===== config.mk =====
export PLATFORM = sky130hd
export DESIGN_NAME = ce_period_meter
export DESIGN_NICKNAME = d
export VERILOG_FILES = /design/src/rtl/ce_period_meter_pkg.sv /design/src/rtl/ce_sync_edge.sv /design/src/rtl/ce_period_meter.sv
export SDC_FILE = /design/constraint.sdc
export NUM_CORES = 1
export LEC_CHECK = 0
export CORE_AREA = 2 2 82 124
export DETAILED_ROUTE_END_ITERATION = 16
export DIE_AREA = 0 0 84 126
export MAX_ROUTING_LAYER = met4
export PLACE_DENSITY = 0.67
export SYNTH_ARGS = -nofsm -noshare
export SYNTH_HDL_FRONTEND = slang
export SYNTH_SLANG_ARGS = --single-unit

===== constraint.sdc =====
create_clock -name clk -period 3.1 [get_ports clk]
set_input_delay 0.62 -clock clk [delete_from_list [all_inputs] [get_ports clk]]
set_output_delay 0.62 -clock clk [all_outputs]
set_load 0.02 [all_outputs]

===== src/rtl/ce_period_meter_pkg.sv =====
// Shared constants and FSM encoding for the ce_in period meter.
// Defaults match the clock-enable divider it monitors.
package ce_period_meter_pkg;

    typedef enum logic [1:0] {
        IDLE      = 2'd0,
        WAIT_EDGE = 2'd1,
        MEASURE   = 2'd2,
        LOST      = 2'd3
    } state_t;

    localparam int DEF_EXP_PERIOD = 1526;
    localparam int DEF_TOL        = 4;

endpackage


===== src/rtl/ce_sync_edge.sv =====
// Synchroniser for an asynchronous strobe plus rising-edge detector.
// rise is high for one cycle, SYNC_STAGES+1 cycles after din rises.
module ce_sync_edge #(
    parameter int SYNC_STAGES = 2
) (
    input  logic clk,
    input  logic rst_n,
    input  logic din,
    output logic s,
    output logic rise
);

    logic [SYNC_STAGES-1:0] sync;
    logic                   s_prev;

    always_ff @(posedge clk or negedge rst_n) begin
        if (!rst_n) begin
            sync   <= '0;
            s_prev <= 1'b0;
        end else begin
            sync   <= {sync[SYNC_STAGES-2:0], din};
            s_prev <= sync[SYNC_STAGES-1];
        end
    end

    assign s    = sync[SYNC_STAGES-1];
    assign rise = s & ~s_prev;

endmodule


===== src/rtl/ce_period_meter.sv =====
// Measures period and high time of a divided strobe, checks the period
// against an expected value and reports lock, error and loss of signal.
module ce_period_meter
    import ce_period_meter_pkg::*;
#(
    parameter int CNT_W       = 16,
    parameter int EXP_PERIOD  = DEF_EXP_PERIOD,
    parameter int TOL         = DEF_TOL,
    parameter int TIMEOUT     = 4096,
    parameter int LOCK_N      = 4,
    parameter int SYNC_STAGES = 2
) (
    input  logic             clk,
    input  logic             rst_n,
    input  logic             en,
    input  logic             ce_in,
    output logic [CNT_W-1:0] period,
    output logic [CNT_W-1:0] high_time,
    output logic             meas_valid,
    output logic             period_err,
    output logic             err_sticky,
    output logic             lost,
    output logic             locked
);

    localparam int W1     = CNT_W + 1;
    localparam int LOCK_W = $clog2(LOCK_N + 1);
    localparam logic [CNT_W-1:0]  TO_LAST  = CNT_W'(TIMEOUT - 1);
    localparam logic [LOCK_W-1:0] LOCK_MAX = LOCK_W'(LOCK_N);

    logic s;
    logic rise;

    ce_sync_edge #(
        .SYNC_STAGES(SYNC_STAGES)
    ) u_sync (
        .clk  (clk),
        .rst_n(rst_n),
        .din  (ce_in),
        .s    (s),
        .rise (rise)
    );

    state_t            state, state_d;
    logic [CNT_W-1:0]  cnt, cnt_d, hi_cnt, hi_d;
    logic [LOCK_W-1:0] lock_cnt, lock_d;
    logic [CNT_W-1:0]  period_d, high_d;
    logic              mv_d, perr_d, sticky_d, lost_d, locked_d;

    // Deviation taken one bit wider and signed so short periods cannot wrap.
    logic signed [CNT_W:0] diff, mag;
    logic                  err;

    always_comb begin
        diff = $signed({1'b0, cnt} + W1'(1)) - $signed(W1'(EXP_PERIOD));
        mag  = diff[CNT_W] ? -diff : diff;
        err  = mag > $signed(W1'(TOL));
    end

    always_comb begin
        state_d  = state;
        cnt_d    = cnt;
        hi_d     = hi_cnt;
        lock_d   = lock_cnt;
        period_d = period;
        high_d   = high_time;
        mv_d     = 1'b0;
        perr_d   = period_err;
        sticky_d = err_sticky;
        lost_d   = lost;
        locked_d = locked;
        if (!en || state == IDLE) begin
            state_d  = en ? WAIT_EDGE : IDLE;
            cnt_d    = '0;
            hi_d     = '0;
            lock_d   = '0;
            locked_d = 1'b0;
            lost_d   = 1'b0;
            sticky_d = 1'b0;
        end else begin
            case (state)
                WAIT_EDGE: begin
                    if (rise) begin
                        state_d = MEASURE;
                        cnt_d   = '0;
                        hi_d    = CNT_W'(1);
                    end else if (cnt == TO_LAST) begin
                        state_d  = LOST;
                        lost_d   = 1'b1;
                        locked_d = 1'b0;
                        lock_d   = '0;
                    end else begin
                        cnt_d = cnt + CNT_W'(1);
                    end
                end
                MEASURE: begin
                    if (rise) begin
                        period_d = cnt + CNT_W'(1);
                        high_d   = hi_cnt;
                        mv_d     = 1'b1;
                        perr_d   = err;
                        cnt_d    = '0;
                        hi_d     = CNT_W'(1);
                        if (err) begin
                            lock_d   = '0;
                            locked_d = 1'b0;
                            sticky_d = 1'b1;
                        end else begin
                            if (lock_cnt != LOCK_MAX)
                                lock_d = lock_cnt + LOCK_W'(1);
                            locked_d = (lock_d == LOCK_MAX);
                        end
                    end else if (cnt == TO_LAST) begin
                        state_d  = LOST;
                        lost_d   = 1'b1;
                        locked_d = 1'b0;
                        lock_d   = '0;
                    end else begin
                        cnt_d = cnt + CNT_W'(1);
                        hi_d  = hi_cnt + CNT_W'(s);
                    end
                end
                LOST: begin
                    if (rise) begin
                        state_d = MEASURE;
                        lost_d  = 1'b0;
                        cnt_d   = '0;
                        hi_d    = CNT_W'(1);
                    end
                end
                default: ;
            endcase
        end
    end

    always_ff @(posedge clk or negedge rst_n) begin
        if (!rst_n) begin
            state      <= IDLE;
            cnt        <= '0;
            hi_cnt     <= '0;
            lock_cnt   <= '0;
            period     <= '0;
            high_time  <= '0;
            meas_valid <= 1'b0;
            period_err <= 1'b0;
            err_sticky <= 1'b0;
            lost       <= 1'b0;
            locked     <= 1'b0;
        end else begin
            state      <= state_d;
            cnt        <= cnt_d;
            hi_cnt     <= hi_d;
            lock_cnt   <= lock_d;
            period     <= period_d;
            high_time  <= high_d;
            meas_valid <= mv_d;
            period_err <= perr_d;
            err_sticky <= sticky_d;
            lost       <= lost_d;
            locked     <= locked_d;
        end
    end

endmodule


==> impl_metrics.ini, run 1 <==
[worst_setup_path]
critPathLaunchType = flip-flop
crit_required_ns = 3.32
crit_arrival_ns = 3.15
regToRegSetupSlack_ns = 0.17
worstSetupPathType = flip-flop to flip-flop
path_max_fanout = 5
crit_path_end_kind = flip-flop

[grt]
track_usage = 0.230
grt_overflow = 0
grt_pass1_vias = 3929
grt_start_max_net_pins = 78
grt_pass1_wl_um = 19000
antenna_found_initial = 0

[finish]
fin_area_sq_um = 5510
drive_gt1_frac = 0.127
fin_cells = 683
area_growth_pct = 18.0
antenna_cells = 0
nNetsFinal = 580

[placement]
hpwlAfterDp_um = 8190
place_worst_setup_slack_ns = 0.00523
place_inst = 667
gp_congestion = 0.921
portBuffers = 40
placed_area_sq_um = 5170

[clocking]
postCtsSetupBuffers = 0
hold_buffers = 0
numCtsBuffers = 9
htree_levels = 3
root_buffer = clkbuf_16
clk_path_buf_depth = 2
cts.sinks = 77
cts_tree = done
worstSkewPairLatency_ns = 0.34
cts.clk_slew.worst_paths_ns = 0.06

[die]
initial_core_util = 0.490
rows = 44
die_y_um = 126
die_area_sq_um = 10600
core_area_sq_um = 9520
io_pins = 41
die_x_um = 84

[synth]
async_reset_ff_frac = 1.00
synth-seq-cells = 77
synth_nets = 539
synth_ff_type = dfrtp_1
synth_edf_count = 0
synthSimpleGateAreaFrac = 0.259
yosysTopAreaCell = dfrtp_1
syn_area_sq_um = 4670
synth_mux_area_frac = 0.00885
synth_top_family_by_area = simple AND/OR/NAND/NOR gates
synthAdderAreaFrac = 0.0349
ys_top_cells_by_count = 101 x nand2_1, 77 x dfrtp_1, 51 x o21ai_0
synth.yosys.warnings = 0
synthesis.instances = 522
netlist.area_leader.share = 0.413
yosysMostFrequentCell = nand2_1
synth.distinct_cells = 73
synthTopCellsByArea = dfrtp_1 41%, nand2_1 8.1%, o21ai_0 5.5%
synth_compound_area_frac = 0.168
synth_xor_area_frac = 0.0654
synth_area_per_cell_sq_um = 8.94
seq_area_frac_synth = 0.413

[timing]
finalHoldViolCount = 0
finalCritPeriodShare = 0.945
layout_setup_ws_ns = 0.171
finalSetupViolCount = 0
drv_slew = 0
final.min_clock_period_ns = 2.93
clock_skew_ns = 0.00951
worst_slew_pin_slew_ns = 0.982
clock.fmax_ghz = 0.341
relSlewSlack = 0.345
rsz0062_at_grt = yes

[power]
p_seq_frac = 0.407
power_switching_w = 0.000788
switching_share = 0.301
p_clk_frac = 0.417
power_per_cell_area_nw_per_um2 = 476
p_leak_nw = 2.46
combPwrFrac = 0.176
ir_drop_uv = 413
internal_power_w = 0.00183

[routing]
avgViaCountPerCell = 5.71
via_count = 3903
first_pass_iters = 4
drcViolationCount = 0
wire_per_inst_um = 16.7
initialDrtViolationCount = 217
ant_nets = 0
wirelength_um = 11400

[run_status]
status = finished clean

[min_path]
hp-class = flip-flop to flip-flop

[flow_run]
drv_cap = 0
## area by class of cell
cell class	count	area [sq um]
Timing Repair Buffer	61	556
Sequential cell	77	1930
Multi-Input combinational cell	403	2530
Tap cell	115	144
Clock inverter	7	81.3
Inverter	11	41.3
Fill cell	886	4020
Clock buffer	9	225
## path summary, 6_finish.rpt
| path | startpoint | end | depth (start not counted) |
|---|---|---|---|
| worst max-delay path | cnt[1]$_DFFE_PN0P_ | lock_cnt[1]$_DFFE_PN0P_ | 10 |
| worst min-delay path | u_sync.sync[0]$_DFF_PN0_ | u_sync.sync[1]$_DFF_PN0_ | 0 |
| worst max register to register | cnt[1]$_DFFE_PN0P_ | lock_cnt[1]$_DFFE_PN0P_ | 10 |
| worst min register to register | u_sync.sync[0]$_DFF_PN0_ | u_sync.sync[1]$_DFF_PN0_ | 0 |
| max in group asynchronous | rst_n | cnt[0]$_DFFE_PN0P_ | 1 |
| min in group asynchronous | rst_n | high_time[8]$_DFFE_PN0P_ | 1 |
## kinds of logic (layout without fill, tap and decap cells)
group                      Yosys count  count (layout)
muxes                                4               4
AOI/OAI and AO/OA                  115             115
buffers and inverters               42              88
adders and majority gates           13              13
xor gates and xnor gates            34              34
DFF                                 77              77
and+or+nand+nor                    237             237
## worst max-delay path, stage by stage, from the launching register on
cell and delay, ns:
dfrtp_1 0.41, inv_1 0.12, ha_1 0.25, and2b_4 0.24, o21ai_1 0.22, o21ai_0 0.23, or4b_1 0.51, a31oi_1 0.29
nor4_4 0.08, and3_4 0.21, a32o_1 0.24
## metal layers
metal	up-vias	routed length, um	share of wire	track usage
li1	1888	-	-	-
met1	1902	4630	0.41	0.267
met2	81	5980	0.52	0.391
met3	32	340	0.030	0.0315
met4	0	454	0.040	0.111
met5	-	0	0	-
## repair_timing
item / CTS / global route
endpoints found under the setup margin: 1 / 6
resized for setup: 1 / 3
pin swaps: 0 / 1
## power groups by stage
stage	combinational [W]	sequential, W	clock (W)
after detailed placement	0.000457	0.00109	0
final	0.000460	0.00107	0.00109
after global placement	0.000445	0.00108	0
after floorplan	0.000283	0.00109	0
after CTS	0.000459	0.00107	0.00110
after global routing	0.000508	0.00107	0.00114
## per-stage QoR
step	power (W)	setup TNS, ns	util	hold WS, ns
6_report	0.00262	0	0.578	0.355
5_1_grt	0.00272	-0.00470	0.578	0.364
4_1_cts	0.00263	0	0.577	0.355
3_5_place_dp	0.00154	0	0.543	0.341
3_3_place_gp	0.00153	0	0.543	0.333
2_1_floorplan	0.00138	0	-	0.324
## registers in the layout, indices dropped and copies added, names as in the netlist, 2 cells and up
signal	count
u_sync.sync	2
cnt	16
state	2
hi_cnt	16
lock_cnt	3
high_time	16
period	16
## cells in the final DEF, fill, tap and decap left out, types with 4 or more instances in the layout
cell,synthesis,routed
xor2_1,18,18
inv_1,10,10
nand2b_1,7,7
and4_1,7,7
nor2b_1,5,5
o31ai_1,6,6
and3_1,6,6
o21ai_0,51,51
a21oi_1,17,17
nor2_1,47,47
nor3_1,7,7
dfrtp_1,77,76
clkdlybuf4s50_1,0,39
ha_1,13,13
nand4_1,7,7
and2_1,4,4
buf_4,2,22
xnor2_1,15,15
nand2_1,101,101
clkbuf_16,0,9
nand3_1,18,17
or3_1,4,4
(Power assumes the default switching activity.)
==> run 2, diff against run 1 <==
Settings changed: CAP_MARGIN from default to 20, CTS_BUF_LIST from default to sky130_fd_sc_hd__clkbuf_8.
==> impl_metrics.ini, run 2 (synthesis gave the netlist of run 1 again) <==
[power]
ir_drop_uv = 386
power_w = 0.00233
p_leak_nw = 2.41
power_per_cell_area_nw_per_um2 = 431

[routing]
initialDrtViolationCount = 184
ant_nets = 0
first_pass_iters = 4
avgViaCountPerCell = 5.69
drcViolationCount = 0
via_count = 3884
wire_per_inst_um = 16.6
wirelength_um = 11300

[timing]
clock_skew_ns = 0.0137
worst_slew_pin_slew_ns = 0.981
drv_slew = 0
clock.fmax_ghz = 0.338
setup_tns_ns = 0
layout_setup_ws_ns = 0.144
final.min_clock_period_ns = 2.96
finalSetupViolCount = 0
rsz0062_at_grt = no
finalHoldViolCount = 0
relSlewSlack = 0.346
finalCritPeriodShare = 0.954

[finish]
nNetsFinal = 580
nFillCells = 889
antenna_cells = 0
drive_gt1_frac = 0.130
layout_common_cells = 101 x nand2_1, 76 x dfrtp_1, 51 x o21ai_0
final_common_cell = nand2_1
fin_cells = 683
fin_area_sq_um = 5410
area_growth_pct = 16.0

[run_status]
status = finished clean

[worst_setup_path]
crit_arrival_ns = 3.21
crit_required_ns = 3.36
crit_path_cell_trace = inv_1 -> ha_1 -> and2b_4 -> o21ai_1 -> o21ai_0 -> or4b_1 -> a31oi_1 -> nor4_4 -> and3_4 -> a32o_1
path_max_fanout = 5
worstSetupPathType = flip-flop to flip-flop
slowest_delay_ns = 0.52
crit_path_end_kind = flip-flop
slowest_stage = or4b_1
critPathLaunchType = flip-flop

[min_path]
hp-class = flip-flop to flip-flop

[die]
rows = 44
die_x_um = 84
die_y_um = 126
initial_core_util = 0.490
die_area_sq_um = 10600
io_pins = 41
core_area_sq_um = 9520

[placement]
gp_congestion = 0.921
placed_area_sq_um = 5170
place_worst_setup_slack_ns = 0.00523
place_inst = 667
portBuffers = 40
hpwlAfterDp_um = 8190

[grt]
antenna_found_initial = 0
grt_pass1_vias = 3929
grt_pass1_wl_um = 19000
grt_overflow = 0
grt_start_max_net_pins = 78
track_usage = 0.231

[clocking]
worstSkewPairLatency_ns = 0.37
root_buffer = clkbuf_8
cts.sinks = 77
cts_tree = done
clk_path_buf_depth = 2
postCtsSetupBuffers = 0
htree_levels = 3
numCtsBuffers = 9
cts.clk_slew.worst_paths_ns = 0.09

[flow_run]
drv_cap = 0
[run 2: per-layer routing]
layer / track usage / up-vias / wire (um)
met5: - / - / 0
met4: 0.115 / 0 / 464
met3: 0.0374 / 31 / 347
met2: 0.389 / 81 / 5940
met1: 0.266 / 1885 / 4600
li1: - / 1887 / -
[run 2: final cells by class]
| class | count | area (sq um) | share of cell area |
|---|---|---|---|
| clock inverter | 7 | 81.3 | 0.0150 |
| clock buffer | 9 | 124 | 0.0229 |
| sequential | 77 | 1930 | 0.356 |
| multi-input combinational | 403 | 2540 | 0.469 |
| inverter | 11 | 41.3 | 0.00763 |
| timing repair buffer | 61 | 556 | 0.103 |
| tap | 115 | 144 | 0.0266 |
[run 2: critical path, delay by kind of cell, from the launching register on]
kind | cells | cell delay (ns)
AO/OA/AOI/OAI | 4 | 0.98
adder cells (fa/ha/maj) | 1 | 0.25
buffers and inverters | 1 | 0.13
flip-flops | 1 | 0.42
AND/OR/NAND/NOR | 4 | 1.05
[run 2: worst paths after layout]
path,start,to,slack [ns],cells past startpoint
setup / recovery,cnt[1]$_DFFE_PN0P_,lock_cnt[1]$_DFFE_PN0P_,0.14,10
hold / removal,u_sync.sync[0]$_DFF_PN0_,u_sync.sync[1]$_DFF_PN0_,0.36,0
setup reg to reg,cnt[1]$_DFFE_PN0P_,lock_cnt[1]$_DFFE_PN0P_,0.14,10
hold reg to reg,u_sync.sync[0]$_DFF_PN0_,u_sync.sync[1]$_DFF_PN0_,0.36,0
max in group asynchronous,rst_n,cnt[0]$_DFFE_PN0P_,2.00,1
min in group asynchronous,rst_n,high_time[7]$_DFFE_PN0P_,0.39,1
[run 2: per-stage QoR]
step | hold WS, ns | util
2_1_floorplan | 0.324 | -
3_3_place_gp | 0.333 | 0.543
3_5_place_dp | 0.341 | 0.543
4_1_cts | 0.360 | 0.566
5_1_grt | 0.370 | 0.568
6_report | 0.358 | 0.568
[run 2: what timing repair did]
item	4_1_cts	5_1_grt
resized for setup	1	5
hold buffers	0	0
pin swaps	0	2
endpoints found under the setup margin	1	6
[run 2: report_power, final]
group          switching (W)  internal [W]  leakage, nW
Clock               0.000427      0.000381       0.0940
Combinational       0.000297      0.000160         1.25
Sequential         0.0000288       0.00104         1.06
